$ cat config.mk
export PLATFORM = sky130hd
export DESIGN_NAME = dpcm_arbiter
export DESIGN_NICKNAME = d
export VERILOG_FILES = /design/src/rtl/dpcm_pkg.sv /design/src/rtl/dpcm_abs_diff.sv /design/src/rtl/dpcm_arbiter.sv
export SDC_FILE = /design/constraint.sdc
export NUM_CORES = 1
export LEC_CHECK = 0
export ABC_AREA = 1
export BUFFER_PORTS_ARGS = -buffer_cell sky130_fd_sc_hd__buf_2
export CAP_MARGIN = 20
export CORE_UTILIZATION = 55
export DETAILED_ROUTE_END_ITERATION = 8
export GPL_TIMING_DRIVEN = 0
export PLACE_DENSITY = 0.86
export SLEW_MARGIN = 20
export SYNTH_ARGS = -nofsm -noshare
export SYNTH_HDL_FRONTEND = slang
export SYNTH_SLANG_ARGS = --single-unit
$ cat constraint.sdc
create_clock -name clk -period 3.6 [get_ports clk]
set_clock_uncertainty 0.1 [all_clocks]
set_input_delay 0.18 -clock clk [delete_from_list [all_inputs] [get_ports clk]]
set_output_delay 0.18 -clock clk [all_outputs]
set_load 0.1 [all_outputs]
$ cat src/rtl/dpcm_pkg.sv
// Shared definitions for the DPCM arbiter: FSM state encoding and default sizing.
// Ports: none (package only).
// Imported by dpcm_arbiter and dpcm_abs_diff.
package dpcm_pkg;

    typedef enum logic [1:0] {
        IDLE    = 2'd0,
        COMPUTE = 2'd1,
        HOLD    = 2'd2
    } state_t;

    localparam int DPCM_NCH = 4;
    localparam int DPCM_W   = 8;

endpackage

$ cat src/rtl/dpcm_abs_diff.sv
// Purpose: combinational absolute difference |a - b| without wrap-around.
// Ports: a, b (W-bit unsigned operands), y (W-bit result).
// Latency: zero cycles; no flow control.
module dpcm_abs_diff
    import dpcm_pkg::*;
#(
    parameter int W = DPCM_W
) (
    input  logic [W-1:0] a,
    input  logic [W-1:0] b,
    output logic [W-1:0] y
);

    // Subtract the smaller from the larger so the result never wraps.
    assign y = (a >= b) ? (a - b) : (b - a);

endmodule

$ cat src/rtl/dpcm_arbiter.sv
// Purpose: round-robin arbiter over NCH sample channels; emits |sample - previous sample| per channel.
// Ports: clk, rst (async active-high), Valid/DataIn/Ready per channel; DataOut/OutChan/OutValid/OutReady result side.
// Latency: transfer in cycle N gives OutValid in N+2; result held until OutReady; Ready only offered in IDLE.
module dpcm_arbiter
    import dpcm_pkg::*;
#(
    parameter int NCH = DPCM_NCH,
    parameter int W   = DPCM_W
) (
    input  logic                   clk,
    input  logic                   rst,
    input  logic [NCH-1:0]         Valid,
    input  logic [NCH*W-1:0]       DataIn,
    output logic [NCH-1:0]         Ready,
    output logic [W-1:0]           DataOut,
    output logic                   OutValid,
    output logic [$clog2(NCH)-1:0] OutChan,
    input  logic                   OutReady
);

    localparam int CW = $clog2(NCH);

    state_t         state;
    state_t         state_nxt;
    logic [CW-1:0]  ptr;
    logic [CW-1:0]  gsel;
    logic [W-1:0]   cur;
    logic [W-1:0]   prev [NCH];
    logic [CW-1:0]  grant;
    logic           found;
    logic           xfer;
    logic [W-1:0]   diff;

    // Rotating priority search: first requester at or above ptr, wrapping to 0.
    always_comb begin
        logic [CW-1:0] cand;
        found = 1'b0;
        grant = '0;
        cand  = '0;
        for (int k = 0; k < NCH; k++) begin
            cand = CW'((int'(ptr) + k) % NCH);
            if (!found && Valid[cand]) begin
                found = 1'b1;
                grant = cand;
            end
        end
    end

    always_comb begin
        Ready = '0;
        if (state == IDLE && found) begin
            Ready[grant] = 1'b1;
        end
    end

    assign xfer = (state == IDLE) && found;

    dpcm_abs_diff #(.W(W)) u_abs_diff (
        .a (cur),
        .b (prev[gsel]),
        .y (diff)
    );

    always_ff @(posedge clk or posedge rst) begin
        if (rst) begin
            state <= IDLE;
        end else begin
            state <= state_nxt;
        end
    end

    always_comb begin
        state_nxt = state;
        case (state)
            IDLE:    if (xfer) state_nxt = COMPUTE;
            COMPUTE: state_nxt = HOLD;
            HOLD:    if (OutReady) state_nxt = IDLE;
            default: state_nxt = IDLE;
        endcase
    end

    always_ff @(posedge clk or posedge rst) begin
        if (rst) begin
            ptr      <= '0;
            gsel     <= '0;
            cur      <= '0;
            DataOut  <= '0;
            OutChan  <= '0;
            OutValid <= 1'b0;
            for (int i = 0; i < NCH; i++) begin
                prev[i] <= '0;
            end
        end else begin
            case (state)
                IDLE: begin
                    if (xfer) begin
                        cur  <= DataIn[int'(grant)*W +: W];
                        gsel <= grant;
                    end
                end
                COMPUTE: begin
                    DataOut    <= diff;
                    prev[gsel] <= cur;
                    OutChan    <= gsel;
                    OutValid   <= 1'b1;
                end
                HOLD: begin
                    if (OutReady) begin
                        OutValid <= 1'b0;
                        // Next search starts just past the channel just served.
                        ptr      <= (gsel == CW'(NCH - 1)) ? '0 : gsel + 1'b1;
                    end
                end
                default: ;
            endcase
        end
    end

endmodule

== Word level (Yosys, flattened, before mapping) ==
Index checks and enable logic that the tools add are counted.
Operators by class
  $add $sub $neg: 6
  $lt $le $gt $ge: 9
  equal/unequal tests: 5
  shift operators: 1
  mux-type cells: 32
  bitwise logic cells: 1
  reduce and logical (&&, ||, !) cells: 15
Operator list (number)
  32-bit bitwise mux: 1
  8-bit two-way mux: 4
  32-bit by 6-bit variable part select with 8-bit output: 1
  8-bit binary-select mux with 2-bit select: 1
  8-bit demux with 2-bit select: 1
  8-bit subtractor: 2
  2-bit by 3-bit < comparator with 1-bit output, second input constant: 5
  2-bit two-way mux: 7
  1-bit two-way mux: 10
  1-bit binary-select mux with 2-bit select: 4
  8-bit >= comparator: 1
  2-bit AND reduction: 4
  1-bit logical AND: 6
  2-bit case mux with 3 select lines: 1
  2-bit by 1-bit adder with 2-bit output, second input constant: 2
  2-bit adder, second input constant: 2
  2-bit == test, second input constant: 2
  4-bit two-way mux: 1
  2-bit != test, second input constant: 2
  3-bit >= comparator, second input constant: 1
  1-bit logical NOT: 3
  3-bit by 1-bit < comparator with 1-bit output, second input constant: 1
  2-bit NOT with 3-bit output: 1
  1-bit demux with 2-bit select: 1
  other kinds (5): 5
Storage, ports and cells
  flip-flop bits (word level): 57
  bits of input ports: 39
  output and inout port bits: 15
  logic and storage cells: 80

== Logic depth before layout (Yosys ltp) ==
  depth in word-level cells: 17
  depth in mapped cells: 19
  depth with buffers taken out: 17

== Hierarchy ==
A second synthesis with hierarchy kept.
Unflattened totals
  cell total of the unflattened synthesis: 570
  area total of the unflattened synthesis: 3931.3 µm²
By module, submodules not included
  dpcm_arbiter: times used 1, cells each 406, area each 3030.4 µm², seq. area each 1426.4 µm²
  dpcm_abs_diff: times used 1, cells each 164, area each 900.9 µm², seq. area each 0.0 µm²

== Worst setup path before layout ==
OpenSTA, ideal clock, no wires.
  path kind: register -> output
  start point: register ptr[0]
  end point: output port Ready[0]
  arrival time: 3387 ps
  data required time: 3320 ps
  setup slack: -67 ps
  cell stages (with the launch flop): 12
  cell sequence: dfrtp_1 -> buf_4 -> nand2_1 -> nand2_1 -> nand2_1 -> nand2_1 -> nor2_4 -> nand3_4 -> nand3_2 -> buf_6 -> inv_2 -> nor3_1
Between the ends
  word-level cells in the longest chain between the ends: 17
  elaborated cells on any way between the ends: 32
RTL lines
  from (decl): RTL line dpcm_arbiter.sv:25  | logic [CW-1:0] ptr;
  from (signal assigned): RTL line dpcm_arbiter.sv:111  | ptr <= (gsel == CW'(NCH - 1)) ? '0 : gsel + 1'b1;
  branches (longest 16 deep; another with 2-bit by 3-bit < comparator with 1-bit output)
  4-bit two-way mux (*): RTL line dpcm_arbiter.sv:51  | if (state == IDLE && found) begin
  to (decl): RTL line dpcm_arbiter.sv:14  | output logic [NCH-1:0] Ready,
Mark *: on every way between the ends. The select of a mux whose other input is x is not followed.

== Final worst setup path ==
  start point: register gsel[0]
  end point: register DataOut[7]
Between the ends
  word-level cells in the longest chain between the ends: 6
  elaborated cells on any way between the ends: 8
RTL lines
  from (decl): RTL line dpcm_arbiter.sv:26  | logic [CW-1:0] gsel;
  from (signal assigned): RTL line dpcm_arbiter.sv:98  | gsel <= grant;
  2-bit NOT with 3-bit output (not written as such) (*): RTL line dpcm_arbiter.sv:60  | .b (prev[gsel]),
  8-bit binary-select mux with 2-bit select (*): RTL line dpcm_arbiter.sv:60
  8-bit two-way mux (not written as such) (*) (2 in a row): RTL line dpcm_arbiter.sv:60
  8-bit subtractor / 8-bit >= comparator (equally long branches): RTL line dpcm_abs_diff.sv:15  | assign y = (a >= b) ? (a - b) : (b - a);
  8-bit two-way mux (*): RTL line dpcm_abs_diff.sv:15
  to (signal assigned): RTL line dpcm_arbiter.sv:102  | DataOut <= diff;
  to (decl): RTL line dpcm_arbiter.sv:15  | output logic [W-1:0] DataOut,
Every way passes the cells marked *; elsewhere a longest branch is shown, timed or not. The select of a mux whose other input is x is not followed.
A chain may end at the register's enable or synchronous reset.

==> flow_metrics.env <==
export IMPL_cts_max_level=3
export IMPL_wire_per_inst_um=13.5
export IMPL_worstPathMaxFanout=12
export IMPL_cap_violations=0
export IMPL_syn_area_sq_um=3640
export IMPL_grt_usage_pct=27.6
export IMPL_cpPeakStageDelay_ns=0.52
export IMPL_crit_chain="clkinv_2 -> clkbuf_2 -> nand2_1 -> a32oi_2 -> ha_1 -> clkbuf_2 -> nand2_1 -> nor2_1 -> nor2_1 -> inv_1 -> nand2_1 -> nand3_2 -> inv_2 -> nand2_1 -> nand2_1 -> nand2_1 -> nand3_1 -> nand2_1"
export IMPL_fillers=533
export IMPL_end_kind="register"
export IMPL_ioPinCount=54
export IMPL_drt_iter0_markers=283
export IMPL_ys_types=35
export IMPL_clk_pin_slew_worst_paths_ns=0.07
export IMPL_relSlewSlack_pct=55.1
export IMPL_rsz0062_at_grt="false"
export IMPL_min_period_ns=3.25
export IMPL_totalWireLength_um=8660
export IMPL_synth_fp_nets=557
export IMPL_die_w_um=83.4
export IMPL_tightest_slew_ns=0.674
export IMPL_synth_seq_cells=57
export IMPL_ys_flop_type="dfrtp_1"
export IMPL_drc=0
export IMPL_antenna_cells=0
export IMPL_tritoncts="done"
export IMPL_detail_route_vias_per_cell=5.44
export IMPL_synth_edf_count=0
export IMPL_worst_setup_path_type="register to register"
export IMPL_seq_area_frac_synth_pct=39.2
export IMPL_clock_sinks=57
export IMPL_grt_pass1_wl_um=15300
export IMPL_finalNetCount=622
export IMPL_timing_setup_tns_ns=0
export IMPL_area_growth_pct=15.7
export IMPL_hold_class="input pin to register"
export IMPL_maxSlewViolCount=0
export IMPL_required_ns=3.73
export IMPL_ant_nets=0
export IMPL_grt_start_max_net_pins=58
export IMPL_clock_latency_ns=0.34
export IMPL_row_count=29
export IMPL_core_sq_um=6390
export IMPL_gp_congestion=0.906
export IMPL_cp_arrival_ns=3.38
export IMPL_synthCells=495
export IMPL_cts_buffer_depth=2
export IMPL_start_util_pct=57.0
export IMPL_hold_viol=0
export IMPL_ys_async_sr_fraction_pct=100
export IMPL_grt_overflow_total=0
export IMPL_max_freq_mhz=308
export IMPL_grt_pass1_vias=3360
export IMPL_drive_gt1_share_pct=17.9
export IMPL_cts_buffers=9
export IMPL_antenna_found_initial=0
export IMPL_clock_root_buffer="clkbuf_8"
export IMPL_postSynthAreaPerCell_sq_um=7.35
export IMPL_cpMostUsedCell="nand2_1"
export IMPL_die_y_um=83.4
export IMPL_cp_start_kind="register"
export IMPL_yosysWarnings=0
export IMPL_fp_dieArea_sq_um=6950
export IMPL_slowest_stage="dfrtp_1"
export IMPL_dr_pass1_iters=6
export IMPL_fin_crit_sh_pct=90.3
export IMPL_setup_violations=0
export IMPL_dp_hpwl_um=6490
export IMPL_num_vias=3493
export IMPL_status="complete, no violations"
export IMPL_numPortBuffers=53
what timing repair did:
| item | in CTS | in global routing |
|---|---|---|
| pin swaps | 0 | 0 |
| hold buffers | 2 | 0 |
| setup endpoints to repair | 3 | 7 |
| hold endpoints to repair | 58 | 0 |
| buffers inserted | 0 | 0 |
| gates resized for setup | 3 | 5 |
flip-flops by register name, summed over array words and instances (netlist names):
register	flops
state	2
OutChan	2
cur	8
DataOut	8
gsel	2
prev	32
OutValid	1
ptr	2
layout make-up:
type | instances | area (sq um) | area share [%]
buffer | 19 | 103 | 2.44
clock buffer | 11 | 141 | 3.36
clock inverter | 5 | 31.3 | 0.743
inverter | 39 | 150 | 3.57
multi-input combinational | 379 | 1980 | 47.0
sequential | 57 | 1430 | 33.9
tap | 77 | 96.3 | 2.29
timing repair buffer | 55 | 285 | 6.78
metal layers:
layer,global-route usage [%],wire length [um]
met1,36.6,3980
met2,45.4,4130
met3,3.88,345
met4,11.6,204
met5,0,0
cells in the mapped netlist, drive strengths merged (4+ instances only):
| master | instances | area [sq um] |
|---|---|---|
| a31oi | 6 | 37.5 |
| nand2 | 212 | 806 |
| inv | 37 | 139 |
| xor2 | 7 | 61.3 |
| a32oi | 7 | 61.3 |
| nor3 | 4 | 20.0 |
| dfrtp | 57 | 1430 |
| nand3 | 12 | 82.6 |
| nand4 | 18 | 113 |
| ha | 21 | 263 |
| nor2 | 14 | 60.1 |
| o21ai | 46 | 234 |
| a21oi | 18 | 90.1 |
| buf | 9 | 60.1 |
| clkbuf | 11 | 42.5 |
cells in the final DEF, fill, tap and decap left out, types with 2 or more instances in the layout:
cell | netlist | routed
a31oi_1 | 6 | 6
inv_1 | 31 | 29
a21oi_1 | 18 | 18
clkinv_2 | 0 | 4
clkbuf_1 | 10 | 7
a32oi_1 | 7 | 6
o21ai_0 | 45 | 45
nand3b_1 | 2 | 2
dfrtp_1 | 57 | 57
buf_2 | 6 | 59
o21bai_1 | 2 | 2
ha_1 | 21 | 21
nand2_1 | 208 | 208
nor3_1 | 4 | 4
clkbuf_8 | 0 | 10
buf_6 | 2 | 2
nand3_1 | 9 | 8
dlygate4sd3_1 | 0 | 2
nand4_1 | 18 | 18
inv_2 | 6 | 7
xor2_1 | 7 | 7
fa_1 | 2 | 2
nand2_2 | 4 | 4
nor2_1 | 13 | 13
nand3_2 | 2 | 3
xnor2_1 | 2 | 2
clkbuf_2 | 1 | 4
worst paths after layout:
path	start	to	depth (start not counted)	slack, ns
min in group asynchronous	rst	ptr[0]$_DFFE_PP0P_	3	0.41
setup / recovery	gsel[0]$_DFFE_PP0P_	DataOut[7]$_DFFE_PP0P_	18	0.35
hold / removal	DataIn[21]	cur[5]$_DFFE_PP0P_	7	0.13
max in group asynchronous	rst	OutChan[0]$_DFFE_PP0P_	3	2.55
hold reg to reg	DataOut[0]$_DFFE_PP0P_	DataOut[0]$_DFFE_PP0P_	2	0.38
setup reg to reg	gsel[0]$_DFFE_PP0P_	DataOut[7]$_DFFE_PP0P_	18	0.35
logic make-up after synthesis:
kind of cell | synth area share, %
AOI/OAI and AO/OA | 13.4
and+or+nand+nor | 30.1
xor gates and xnor gates | 2.17
buffers and inverters | 6.84
adders and majority gates | 8.32
DFF | 39.2
worst max-delay path: cells and delay by family, from the launching register on:
family	cells	cell delay, ns
buf+inv	5	0.89
compound gates	1	0.26
fa+ha+maj	1	0.29
simple gates	11	1.09
flops	1	0.52
through the flow:
step                      instance area (sq um)  std cells  hold WS, ns  worst slack, ns  util, %
final                                      4210        642        0.131            0.349     65.9
after global routing                       4210        642        0.169            0.116     65.9
after CTS                                  4200        643        0.125           0.0631     65.8
after detailed placement                   4000        625        0.241          -0.0611     62.7
after global placement                     4000        625        0.305           0.0620     62.7
after floorplan                            3640        495        0.187          -0.0674        -
Power is left out: the tool's default activity adds up to more than one toggle a clock period on the data nets, which glitch-free logic cannot reach.
